## src/rtl/icache_arb.sv

```systemverilog
// rtl/icache_arb.sv - two-requester i-cache address arbiter with in-order response routing
// Round-robin arbitration when ICACHE_ARB_RR_EN is defined; fixed priority (fetch first) otherwise.
module icache_arb #(
    parameter int DEPTH  = 2,
    parameter int XLEN   = 32,
    parameter int DATA_W = 64
) (
    input  logic                   clk_i,
    input  logic                   rst_n_i,
    input  logic                   flush_i,
    input  logic [1:0][XLEN-1:0]   req_addr_i,
    input  logic [1:0]             req_valid_i,
    output logic [1:0]             req_ready_o,
    output logic [1:0][DATA_W-1:0] rsp_data_o,
    output logic [1:0]             rsp_valid_o,
    input  logic [1:0]             rsp_ready_i,
    output logic [XLEN-1:0]        addr_o,
    output logic                   addr_valid_o,
    input  logic                   addr_ready_i,
    input  logic [DATA_W-1:0]      data_i,
    input  logic                   data_valid_i,
    output logic                   data_ready_o
);
    localparam int AW = $clog2(DEPTH);

    logic [DEPTH-1:0] id_q, id_d, stale_q, stale_d;
    logic [AW:0]      wptr_q, wptr_d, rptr_q, rptr_d;
    logic             lock_q, lock_d, lock_id_q, lock_id_d;
    logic [AW-1:0]    waddr, raddr;
    logic             grant, free_grant, empty, full, push, pop;
    logic             head_id, head_stale;

    assign waddr = wptr_q[AW-1:0];
    assign raddr = rptr_q[AW-1:0];
    assign empty = (wptr_q == rptr_q);
    assign full  = (wptr_q[AW] != rptr_q[AW]) && (waddr == raddr);
    assign head_id    = id_q[raddr];
    assign head_stale = stale_q[raddr];

`ifdef ICACHE_ARB_RR_EN
    logic prio_q, prio_d;

    always_comb begin
        prio_d = prio_q;
        if (push) begin
            prio_d = ~prio_q;
        end
    end

    always_ff @(posedge clk_i) begin
        if (!rst_n_i) begin
            prio_q <= 1'b0;
        end else begin
            prio_q <= prio_d;
        end
    end

    assign free_grant = req_valid_i[prio_q] ? prio_q : ~prio_q;
`else
    assign free_grant = req_valid_i[0] ? 1'b0 : 1'b1;
`endif

    // Outputs are gated by reset so nothing leaks out while the state is being cleared.
    always_comb begin
        grant        = lock_q ? lock_id_q : free_grant;
        addr_o       = req_addr_i[grant];
        addr_valid_o = rst_n_i && !flush_i && !full &&
                       (lock_q ? req_valid_i[grant] : (req_valid_i != 2'b00));
        push         = addr_valid_o && addr_ready_i;
        req_ready_o  = 2'b00;
        if (push) begin
            req_ready_o[grant] = 1'b1;
        end
        data_ready_o = rst_n_i && !empty && (head_stale || rsp_ready_i[head_id]);
        rsp_valid_o  = 2'b00;
        if (rst_n_i && !empty && !head_stale) begin
            rsp_valid_o[head_id] = data_valid_i;
        end
        rsp_data_o = {data_i, data_i};
        pop        = data_valid_i && data_ready_o;
    end

    // Flush marks every slot stale; a later push rewrites its slot's stale bit to 0.
    always_comb begin
        id_d      = id_q;
        stale_d   = stale_q;
        wptr_d    = wptr_q;
        rptr_d    = rptr_q;
        lock_d    = lock_q;
        lock_id_d = lock_id_q;
        if (pop) begin
            rptr_d = rptr_q + 1'b1;
        end
        if (push) begin
            id_d[waddr]    = grant;
            stale_d[waddr] = 1'b0;
            wptr_d         = wptr_q + 1'b1;
        end
        if (flush_i) begin
            stale_d = '1;
            lock_d  = 1'b0;
        end else if (push) begin
            lock_d = 1'b0;
        end else if (addr_valid_o) begin
            lock_d    = 1'b1;
            lock_id_d = grant;
        end
    end

    always_ff @(posedge clk_i) begin
        if (!rst_n_i) begin
            id_q      <= '0;
            stale_q   <= '0;
            wptr_q    <= '0;
            rptr_q    <= '0;
            lock_q    <= 1'b0;
            lock_id_q <= 1'b0;
        end else begin
            id_q      <= id_d;
            stale_q   <= stale_d;
            wptr_q    <= wptr_d;
            rptr_q    <= rptr_d;
            lock_q    <= lock_d;
            lock_id_q <= lock_id_d;
        end
    end

`ifndef SYNTHESIS
    a_no_data_when_empty: assert property (@(posedge clk_i) disable iff (!rst_n_i)
        data_valid_i |-> !empty)
        else $error("data_valid_i with no outstanding read");
`endif

endmodule

```

## config.mk

```make
export PLATFORM = sky130hd
export DESIGN_NAME = icache_arb
export DESIGN_NICKNAME = d
export VERILOG_FILES = /design/src/rtl/icache_arb.sv
export SDC_FILE = /design/constraint.sdc
export NUM_CORES = 1
export LEC_CHECK = 0
export BUFFER_PORTS_ARGS = -buffer_cell sky130_fd_sc_hd__buf_2
export CAP_MARGIN = 15
export CORE_AREA = 2 2 117 119
export DETAILED_ROUTE_END_ITERATION = 8
export DIE_AREA = 0 0 119 121
export GPL_ROUTABILITY_DRIVEN = 0
export PLACE_DENSITY = 0.57
export REMOVE_ABC_BUFFERS = 1
export SKIP_LAST_GASP = 1
export SYNTH_ARGS = -nofsm -noshare
export SYNTH_HDL_FRONTEND = slang
export SYNTH_SLANG_ARGS = --single-unit
```

## constraint.sdc

```tcl
create_clock -name clk_i -period 1.8 [get_ports clk_i]
set_input_delay 0 -clock clk_i [delete_from_list [all_inputs] [get_ports clk_i]]
set_output_delay 0 -clock clk_i [all_outputs]
set_load 0.05 [all_outputs]
```

==> impl_results.md <==
- Outcome: finished, final reports clean
- Top cells by area, synth: buf_4, mux2_4, dfxtp_1
- Yosys top cell by area: buf_4
- Vias: about 1.5k
- Drt pass-1 iters: 4
- Die height: roughly 120 um
- Area delta synth->final: -2.541%
- Worst EP required: approximately 1.8 ns
- CTS tree: yes
- YS warnings: 0
- Max transition margin: between 70% and 80%
- Max FO, Critical Path: 18
- Total global-route track usage: between 10% and 20%
- Number of buffers added on ports: 110
- Synthesized area: just over 0.002 mm^2
- Initial drt markers: 75
- Total negative slack: 0 ns
- Max VDD drop: roughly 0.22 mV
- Seq/Total Area, Yosys: 9.679%
- Final setup vio count: 0
- Lkg Pwr: slightly above 0.001 uW
- R2R Path Start: rptr_q[0]
- # diodes: 0
- Clk Latency, worst-skew pair: between 0.2 and 0.25 ns
- Internal: 835.3 uW
- Fin area: about 0.0020 mm^2
- Fmax: ~0.58 GHz
- DRC violations left: 0
- Initial Util: between 10% and 20%
- Synth async-reset ratio: 0%
- Post-placement setup slack: approximately 0.18 ns
- Post-route ant nets: 0
- Vias in the first global route: 1563
- Dpl hpwl: between 10000 and 15000 um
- Core area: 0.01309 mm^2
- Share of the synthesized area in the top cell type: 46.46%
- HP Class: primary input to output port
- Final Routed Wirelength: 14460 um
- Clk pin slew, worst setup/hold paths: ~0.040 ns
- CP Capture Type: output port
- Final Hold Vio Count: 0
- Max H-tree Level: 1
- Hold_sp: data_i[0]
- Die ar.: about 0.014 mm^2
- Final worst-path cycle share: between 90 and 100%
- First-pass GRT wire length: 17440 um
- Largest net degree at the start of global routing: 20
- Max Root-Sink Buffers: 2
- Power per Cell Area: 682.3 mW/mm^2
- Worst-Margin Slew: ~0.32 ns
- Worst clock skew: around 0.0023 ns
- RSZ-0062 raised after global routing: yes
- Root buffer cell: clkbuf_16
- Clock sink count: 10
- Switch Pwr: roughly 540 uW
- Mean Syn Cell Area: between 8 and 9 um^2
- Minimum clock period: approximately 1.7 ns
- Final worst setup slack: between 0.07 and 0.08 ns
- Cell Area, Placed: ~0.0018 mm^2
- Synth cell types: 31
- IO Pins: about 300
- Logic pwr share: ~48%
- Slew Viols, Final: 0
- Switching Share: between 30% and 40%
- Share of cells above drive strength 1: around three quarters
- Data arrival, critical path: 1.73 ns
- CP Class: flop to output port
- Inserted Clock Buffers: 3
- Cell Rows: between 40 and 50
- Die Span X: 119 um
- Clock share of power: 32.9%
- Nets: approximately 350
- Synthesized instance count: 230
- Post-synth EDFFs: 0
- Vias/cell: about 3.9
- Sequential Power Share: around a fifth
- Max Cap Viol: 0
- CP Launch Type: flop
- Seq cells post-synth: 10
- Hold buffers post-CTS: 0
- Total congestion overflow: 0
- Antenna violations before repair: 0
- Ys flop type: dfxtp_1
- WL per Instance: around 37 um
- Final core utilization: ~15%
- Crit path launch: lock_q
[power by group through the flow]
stage	clock, uW	combinational [uW]	sequential, uW
after CTS	458	654	257
after detailed placement	0	639	260
after global routing	478	701	260
after global placement	0	632	259
after floorplan	0	467	256
final	453	665	257
[critical path, stage by stage (launching register included)]
cell and delay (ns):
dfxtp_2 0.38, mux2i_4 0.26, buf_12 0.15, buf_16 0.17, mux2_4 0.31, buf_2 0.21
[routing by layer]
metal / vias up / GRT usage, % / routed length, um
met4: 4 / 3.720 / 239
met1: 635 / 11.99 / 3203
li1: 597 / - / -
met5: - / 11.40 / 167
met3: 17 / 23.83 / 3859
met2: 285 / 33.66 / 6986
[repair_timing]
action | in CTS | in global routing
endpoints found under the setup margin | 30 | 12
cloned | 1 | 1
setup buffers | 0 | 1
pin swaps | 0 | 0
resized for setup | 3 | 1
[layout by cell type (no fill, tap or decap)]
| cell | n |
|---|---|
| and2_1 | 2 |
| mux2i_1 | 8 |
| nor3b_2 | 1 |
| mux2_2 | 8 |
| dfxtp_1 | 8 |
| a21oi_1 | 2 |
| a22oi_4 | 1 |
| xor2_1 | 1 |
| nand4b_1 | 1 |
| nand2_1 | 10 |
| buf_12 | 2 |
| a31o_1 | 2 |
| xnor2_1 | 1 |
| nand3_1 | 2 |
| clkbuf_4 | 1 |
| nor2_1 | 5 |
| o21a_1 | 1 |
| buf_2 | 109 |
| o22ai_1 | 1 |
| nor2b_1 | 1 |
| clkbuf_16 | 4 |
| a2bb2oi_1 | 1 |
| mux2i_4 | 1 |
| mux2_4 | 25 |
| inv_1 | 3 |
| o21ai_0 | 3 |
| nand3b_1 | 2 |
| nand4_2 | 1 |
| clkbuf_8 | 1 |
| o32a_1 | 1 |
| o211ai_1 | 1 |
| or2b_1 | 1 |
| buf_16 | 1 |
| dfxtp_2 | 2 |
| xnor2_2 | 1 |
[path summary, 6_finish.rpt]
check | to | slack, ns | cells past startpoint
max | addr_o[4] | 0.07 | 5
min | rsp_data_o[0] | 0.0002 | 0
max reg2reg | rptr_q[1] | 0.29 | 4
min reg2reg | wptr_q[1] | 0.52 | 1
[sequential cells by signal, indices dropped and copies added (netlist names)]
register and flops:
wptr_q 2, lock_q 1, rptr_q 2, lock_id_q 1, stale_q 2, id_q 2
[per-stage QoR]
stage,std cells,hold WS [ns],total power (uW)
finish,391,0.0001559,1375
global route,391,0.0005111,1440
CTS,389,0.0005563,1369
detailed placement,384,0.0005563,899.3
global placement,384,0.0005563,891.5
floorplan,97,0,722.9
[synthesized netlist by cell type, types with 2 or more instances]
cell type and instances:
mux2_2 8, dfxtp_1 10, buf_6 4, mux2_4 25
buf_4 128, a21oi_1 2, nor2_1 5, and2_1 2
inv_1 3, nand2_1 10, nand3b_1 2, mux2i_1 8
nand3_1 2, o21ai_0 3, a31o_1 2
[cells by family (layout without fill, tap and decap cells)]
kind of cell,Yosys count,after routing,synth area share [%]
xor gates and xnor gates,3,3,1.634
muxes,42,42,27.47
buffers and inverters,136,121,49.36
AOI/OAI and AO/OA,13,13,5.022
and+or+nand+nor,26,26,6.836
DFF,10,10,9.679
[cell type report]
| cell class | count | area [um^2] |
|---|---|---|
| Clock buffer | 4 | 88.84 |
| Tap cell | 176 | 220.2 |
| Inverter | 3 | 11.26 |
| Fill cell | 1481 | 11070 |
| Timing Repair Buffer | 114 | 645.6 |
| Sequential cell | 10 | 202.7 |
| Multi-Input combinational cell | 84 | 847.1 |
Note: power is estimated with default switching activity, not from simulation.
